[config.mk]
export PLATFORM = sky130hd
export DESIGN_NAME = risc_instrn_sequencer
export DESIGN_NICKNAME = d
export VERILOG_FILES = /design/src/rtl/risc_instrn_sequencer.sv
export SDC_FILE = /design/constraint.sdc
export NUM_CORES = 1
export LEC_CHECK = 0
export CORE_MARGIN = 2
export CORE_UTILIZATION = 60
export CTS_BUF_LIST = sky130_fd_sc_hd__clkbuf_2 sky130_fd_sc_hd__clkbuf_4 sky130_fd_sc_hd__clkbuf_8
export DETAILED_ROUTE_END_ITERATION = 12
export PLACE_DENSITY = 0.86
export SETUP_SLACK_MARGIN = 0.15
export SYNTH_ARGS = -nofsm -noshare
export SYNTH_HDL_FRONTEND = slang
export SYNTH_SLANG_ARGS = --single-unit
[constraint.sdc]
create_clock -name Clk -period 4.85 [get_ports Clk]
set_clock_uncertainty 0.2 [all_clocks]
set_input_delay 0.7275 -clock Clk [delete_from_list [all_inputs] [get_ports Clk]]
set_output_delay 0.7275 -clock Clk [all_outputs]
set_load 0.02 [all_outputs]
[src/rtl/risc_instrn_sequencer.sv]
// ============================================================================
//  Module   : risc_instrn_sequencer
//  Purpose  : Program sequencer in front of RISC_CORE. Buffers host-pushed
//             instructions in a small FIFO, keeps the core in reset until
//             Start, then hands out one instruction per Rd_Instr strobe.
//             Detects end of program, halts on stack overflow and keeps
//             saturating issue/result counters.
//  Ports    : Clk, Reset                     - clock, sync active-high reset
//             Host_Valid/Ready/Instrn/Last    - host push interface
//             Start                           - run / clear pulse
//             Rd_Instr, EndOfInstrn,
//             OUT_VALID, STACK_FULL           - status from core
//             Instrn, Core_Reset,
//             Enbl_RegFile, Enbl_Stack        - controls to core
//             Busy, Done, Halted, Underrun,
//             Instr_Cnt, Result_Cnt           - status to host
//  Revision : 1.0 - initial release
// ============================================================================
`default_nettype none

module risc_instrn_sequencer #(
  parameter int DEPTH   = 8,
  parameter int INSTR_W = 32,
  parameter int CNT_W   = 8
) (
  input  logic               Clk,
  input  logic               Reset,
  input  logic               Host_Valid,
  output logic               Host_Ready,
  input  logic [INSTR_W-1:0] Host_Instrn,
  input  logic               Host_Last,
  input  logic               Start,
  input  logic               Rd_Instr,
  input  logic               EndOfInstrn,
  input  logic               OUT_VALID,
  input  logic               STACK_FULL,
  output logic [INSTR_W-1:0] Instrn,
  output logic               Core_Reset,
  output logic               Enbl_RegFile,
  output logic               Enbl_Stack,
  output logic               Busy,
  output logic               Done,
  output logic               Halted,
  output logic               Underrun,
  output logic [CNT_W-1:0]   Instr_Cnt,
  output logic [CNT_W-1:0]   Result_Cnt
);

  localparam int PTR_W = (DEPTH > 1) ? $clog2(DEPTH) : 1;
  localparam int FCNT_W = PTR_W + 1;
  localparam logic [FCNT_W-1:0] C_DEPTH   = FCNT_W'(DEPTH);
  localparam logic [CNT_W-1:0]  C_CNT_MAX = '1;
  localparam logic [PTR_W-1:0]  C_PTR_ONE = PTR_W'(1);
  localparam logic [FCNT_W-1:0] C_CNT_ONE = FCNT_W'(1);

  typedef enum logic [2:0] {
    S_IDLE  = 3'd0,
    S_RUN   = 3'd1,
    S_DRAIN = 3'd2,
    S_DONE  = 3'd3,
    S_HALT  = 3'd4
  } state_t;

  state_t              state_q;
  logic [INSTR_W:0]    mem_q [DEPTH];   // MSB is the last-instruction flag
  logic [PTR_W-1:0]    wr_ptr_q, rd_ptr_q;
  logic [FCNT_W-1:0]   count_q;
  logic [CNT_W-1:0]    instr_cnt_q, result_cnt_q;
  logic                underrun_q;

  logic                w_not_empty, w_active, w_push, w_pop, w_underrun;
  logic [INSTR_W:0]    w_head;

  assign w_not_empty = (count_q != '0);
  assign w_active    = (state_q == S_RUN) || (state_q == S_DRAIN);
  assign w_head      = mem_q[rd_ptr_q];

  // Ready is taken from the registered count: a pop in the same cycle
  // never makes room for a push into a full FIFO.
  assign Host_Ready = (count_q < C_DEPTH) && (state_q != S_HALT);
  assign w_push     = Host_Valid && Host_Ready;

  // STACK_FULL wins over any pop in the same cycle.
  assign w_pop      = (state_q == S_RUN) && Rd_Instr && w_not_empty && !STACK_FULL;
  assign w_underrun = (state_q == S_RUN) && Rd_Instr && !w_not_empty && !STACK_FULL;

  // Head is muxed straight from storage so the core sees a new word
  // as soon as the read pointer moves.
  assign Instrn = ((state_q == S_RUN) && w_not_empty) ? w_head[INSTR_W-1:0] : '0;

  // Core stays alive in HALT so its state can be inspected.
  assign Core_Reset   = (state_q == S_IDLE) || (state_q == S_DONE);
  assign Enbl_RegFile = w_active;
  assign Enbl_Stack   = w_active;
  assign Busy         = w_active;
  assign Done         = (state_q == S_DONE);
  assign Halted       = (state_q == S_HALT);
  assign Underrun     = underrun_q;
  assign Instr_Cnt    = instr_cnt_q;
  assign Result_Cnt   = result_cnt_q;

  // Storage has no reset; validity is tracked by count_q alone.
  always_ff @(posedge Clk) begin
    if (w_push) begin
      mem_q[wr_ptr_q] <= {Host_Last, Host_Instrn};
    end
  end

  always_ff @(posedge Clk) begin
    if (Reset) begin
      state_q      <= S_IDLE;
      wr_ptr_q     <= '0;
      rd_ptr_q     <= '0;
      count_q      <= '0;
      instr_cnt_q  <= '0;
      result_cnt_q <= '0;
      underrun_q   <= 1'b0;
    end else begin
      if (w_push) wr_ptr_q <= wr_ptr_q + C_PTR_ONE;
      if (w_pop)  rd_ptr_q <= rd_ptr_q + C_PTR_ONE;

      case ({w_push, w_pop})
        2'b10:   count_q <= count_q + C_CNT_ONE;
        2'b01:   count_q <= count_q - C_CNT_ONE;
        default: count_q <= count_q;
      endcase

      if (w_pop && (instr_cnt_q != C_CNT_MAX)) instr_cnt_q <= instr_cnt_q + 1'b1;
      if (w_active && OUT_VALID && (result_cnt_q != C_CNT_MAX))
        result_cnt_q <= result_cnt_q + 1'b1;
      if (w_underrun) underrun_q <= 1'b1;

      case (state_q)
        S_IDLE: begin
          if (Start && w_not_empty) begin
            state_q      <= S_RUN;
            instr_cnt_q  <= '0;
            result_cnt_q <= '0;
            underrun_q   <= 1'b0;
          end
        end
        S_RUN: begin
          if (STACK_FULL)                  state_q <= S_HALT;
          else if (w_pop && w_head[INSTR_W]) state_q <= S_DRAIN;
        end
        S_DRAIN: begin
          if (STACK_FULL)       state_q <= S_HALT;
          else if (EndOfInstrn) state_q <= S_DONE;
        end
        S_DONE: begin
          if (Start) state_q <= S_IDLE;
        end
        S_HALT: begin
          // Leaving HALT discards whatever program was still queued.
          if (Start) begin
            state_q  <= S_IDLE;
            wr_ptr_q <= '0;
            rd_ptr_q <= '0;
            count_q  <= '0;
          end
        end
        default: state_q <= S_IDLE;
      endcase
    end
  end

endmodule

`default_nettype wire

==> flow_summary.rst <==
.. list-table::
   :header-rows: 1

   * - Metric
     - Value
   * - Worst-path cell chain
     - buf_4, mux4_2, mux2i_1, nor2_1, clkdlybuf4s50_1
   * - Result of the run
     - finished clean
   * - Setup slack of the worst register-to-register path
     - 1.71 ns
   * - WL per Instance
     - between 20 and 25 um
   * - Core region area
     - 0.0189 mm2
   * - Worst Hold Launch
     - Underrun
   * - Worst vdd rail ir drop
     - 0.000322 V
   * - Cells after DPL
     - between 900 and 1000
   * - Vias in the first global route
     - 6590
   * - Count of final setup violators
     - 0
   * - Starting Density
     - 0.617
   * - Number of cells on the worst reg-to-reg path
     - 6
   * - Launch point of the worst path
     - rd_ptr_q[0]
   * - Maximum clock path buffer count
     - 3
   * - Final Hold Violating Endpoints
     - 0
   * - Critical Setup Path Class
     - reg -> out
   * - Worst reg2reg endpoint
     - mem_q[4][9]
   * - Lkg Pwr
     - 4.35 nW
   * - Maximum number of pins on one net before global-route repair
     - 37
   * - Synthesized instance count
     - 619
   * - Yosys Warn Count
     - 0
   * - Setup WS pre-CTS
     - 1.11 ns
   * - CP Data Arrival Time
     - 3.08 ns
   * - End point of the most critical hold path
     - Underrun
   * - Antenna violations before repair
     - 1
   * - Final cell utilization of the core
     - 0.732
   * - Synthesized netlist net count
     - 667
   * - DRC Markers
     - 0
   * - Overall global routing resource usage
     - 0.240
   * - Type of the tightest min-delay check
     - reg -> reg
   * - Required @ worst endpoint
     - 3.92 ns
   * - Area taken by multi-input logic gates
     - approximately 0.0030 mm2
   * - Clock sinks
     - 294
   * - Drt via density
     - 5.99
   * - Post-cts gate resize count
     - 0
   * - Clock insertion delay at the later pin of the skew report
     - around 0.54 ns
   * - Commonest cells after routing, fill and taps aside
     - 264 x edfxtp_1, 96 x clkdlybuf4s50_1, 65 x mux4_2, 58 x nor2_1, 46 x clkbuf_8
   * - Summed negative setup slack over all endpoints
     - 0 ns
   * - Final-stage net count
     - 796
   * - Share of flip-flops with an asynchronous set or reset
     - 0
   * - CTS H-Tree Depth
     - 2
   * - Post-route non-filler standard cell count
     - slightly above 1000
   * - Transition time at the pin with the least slew margin
     - 0.919 ns
   * - Proportion of synthesized chip area in sequential cells
     - 0.732
   * - Upper clock frequency limit
     - 0.249 GHz
   * - Standard-cell rows
     - 50
   * - Number of inserted filler cells in the final layout
     - around 1100
   * - Area of the die
     - 0.0205 mm2
   * - PortBufs
     - 96
   * - Register bit count reported by yosys
     - 294
   * - Leftover overflow at the end of global routing
     - 0
   * - Highest net fanout along the worst path
     - 27
   * - Layout overhead on the synthesized area
     - 18.7%
   * - Number of DRC markers in iteration 0
     - around 540
   * - Number of enable flip-flop cells after synthesis
     - 264
   * - Portion of the clock cycle consumed by the worst path in the final layout
     - 0.827
   * - FF-to-FF Start
     - state_q[0]
   * - Maximum Capacitance Violations
     - 0
   * - Post-CTS setup buffer count
     - 0
   * - Total design power
     - 5.64 mW
   * - CTS tree
     - built
   * - Die Y
     - 143 um
   * - Maximum single-stage delay on the critical path
     - 0.69 ns
   * - Final weighted congestion in routability-driven placement
     - just under 0.9
   * - Share of final-layout standard cells stronger than drive strength 1
     - 0.224
   * - Least setup slack across all paths after layout
     - 0.839 ns
   * - Instance count along the most critical hold path
     - 2
   * - Commonest non-fill, non-tap cell in the layout
     - edfxtp_1
   * - Drt first pass iters
     - 5
   * - Startpoint Class
     - flip-flop
   * - Number of primary I/O pins
     - 97
   * - Cts-stage hold buffer count
     - 0
   * - Mean Syn Cell Area
     - between 15 and 20 um2
   * - Total number of vias
     - 6222
   * - Pins over their slew limit
     - 0
   * - Sequential cell area
     - 0.00853 mm2
   * - Master of the slowest instance on the critical path
     - dfxtp_4
   * - Cell at the root of the clock tree
     - clkbuf_8
   * - Pwr per Cell Area
     - 408 mW/mm2
   * - Final Routed Wirelength
     - around 23 mm
   * - Final critical delay including setup and external delays
     - 4.01 ns
   * - Clock-pin slew of the registers on the worst-case setup and hold paths
     - roughly 0.050 ns
   * - Post-detailed-route count of antenna-violating nets
     - 0
   * - Count of unique library cells instantiated by Yosys
     - 51
   * - Flip-flop cell with the highest count after synthesis
     - edfxtp_1
   * - Global-route wire length before repair
     - between 30 and 40 mm
   * - Max transition margin
     - 0.388
   * - DPL Wire Length
     - 13.9 mm
   * - TritonCTS Buffers
     - 45
   * - Unrepaired setup endpoints after global routing
     - false
   * - Area of the mapped netlist
     - about 0.012 mm2
   * - Critical Path Sink Type
     - output port
   * - Die extent in x
     - roughly 140 um
per-stage QoR:
stage | hold slack [ns] | area (um2)
global placement | 0.266 | 13000
detailed placement | 0.268 | 13000
floorplan | 0.263 | 11600
CTS | 0.281 | 13800
global route | 0.321 | 13800
finish | 0.278 | 13800
worst max-delay path: cells and delay by family, from the launching register on:
family | cells | cell delay, ns
buffers and inverters | 2 | 1.01
AND/OR/NAND/NOR | 1 | 0.06
flip-flops | 1 | 0.69
multiplexers | 2 | 0.76
flip-flops by register name (all words and copies together), names as in the netlist:
name / cells
rd_ptr_q: 3
mem_q: 264
state_q: 3
wr_ptr_q: 3
Underrun: 1
Result_Cnt: 8
Instr_Cnt: 8
count_q: 4
worst max-delay path by stage:
stage / endpoint / depth (start not counted)
after detailed placement: count_q[2] / 11
after floorplan: mem_q[0][0] / 5
after CTS: Instrn[27] / 5
after global routing: Instrn[30] / 5
after global placement: count_q[2] / 11
final: Instrn[30] / 5
routing by layer:
| metal | track usage | wire [um] | up-vias |
|---|---|---|---|
| met4 | 0.0908 | 551 | 2 |
| met3 | 0.0510 | 1650 | 53 |
| met1 | 0.317 | 9340 | 3146 |
| met2 | 0.401 | 11900 | 284 |
| li1 | - | - | 2737 |
| met5 | 0 | 13 | - |
final cells by class:
type / count / share of cell area
well taps: 260 / 0.0235
flip-flops and latches: 294 / 0.617
clock inverters: 11 / 0.00380
clock buffers: 65 / 0.0561
repair buffers: 114 / 0.0810
diodes: 1 / 0.000181
inverters: 7 / 0.00190
multi-input cells: 286 / 0.217
cells in the mapped netlist, types with 2 or more instances:
| cell | number | share of area |
|---|---|---|
| a2111oi_0 | 2 | 0.0015 |
| a211oi_1 | 2 | 0.0013 |
| a21oi_1 | 10 | 0.0043 |
| a31o_2 | 2 | 0.0015 |
| a31oi_1 | 2 | 0.0011 |
| and2_1 | 2 | 0.0011 |
| and3_1 | 2 | 0.0011 |
| buf_1 | 3 | 0.00097 |
| buf_2 | 7 | 0.0030 |
| buf_4 | 3 | 0.0019 |
| buf_6 | 2 | 0.0019 |
| clkbuf_1 | 17 | 0.0055 |
| dfxtp_1 | 30 | 0.052 |
| edfxtp_1 | 264 | 0.68 |
| ha_1 | 7 | 0.0075 |
| inv_1 | 7 | 0.0023 |
| mux2i_1 | 39 | 0.034 |
| mux4_2 | 65 | 0.13 |
| nand2_1 | 14 | 0.0045 |
| nand2b_1 | 2 | 0.0011 |
| nand3_1 | 9 | 0.0039 |
| nand4_1 | 3 | 0.0016 |
| nor2_1 | 64 | 0.021 |
| nor2b_1 | 4 | 0.0021 |
| nor3_1 | 7 | 0.0030 |
| nor3b_1 | 2 | 0.0013 |
| nor4_1 | 2 | 0.0011 |
| o21ai_0 | 4 | 0.0017 |
| or4_1 | 2 | 0.0013 |
| xnor2_1 | 13 | 0.0098 |
| xor2_1 | 7 | 0.0053 |
report_power, final:
| group | internal (mW) | leakage (nW) | switching (mW) |
|---|---|---|---|
| Sequential | 2.91 | 2.64 | 0.0783 |
| Clock | 1.02 | 0.450 | 0.882 |
| Combinational | 0.330 | 1.26 | 0.416 |
| Total | 4.26 | 4.35 | 1.38 |
kinds of logic (layout without fill, tap and decap cells):
logic type               Yosys count  in the layout  share of synthesized area
AO/OA/AOI/OAI                     31             31                     0.0179
XOR/XNOR                          20             20                     0.0150
adder cells (fa/ha/maj)            7              7                    0.00752
buffers and inverters             39            197                     0.0156
flip-flops                       294            294                      0.732
multiplexers                     106            106                      0.161
other                              0              1                          0
AND/OR/NAND/NOR                  122            122                     0.0508
Power figures use the tool's default switching activity.
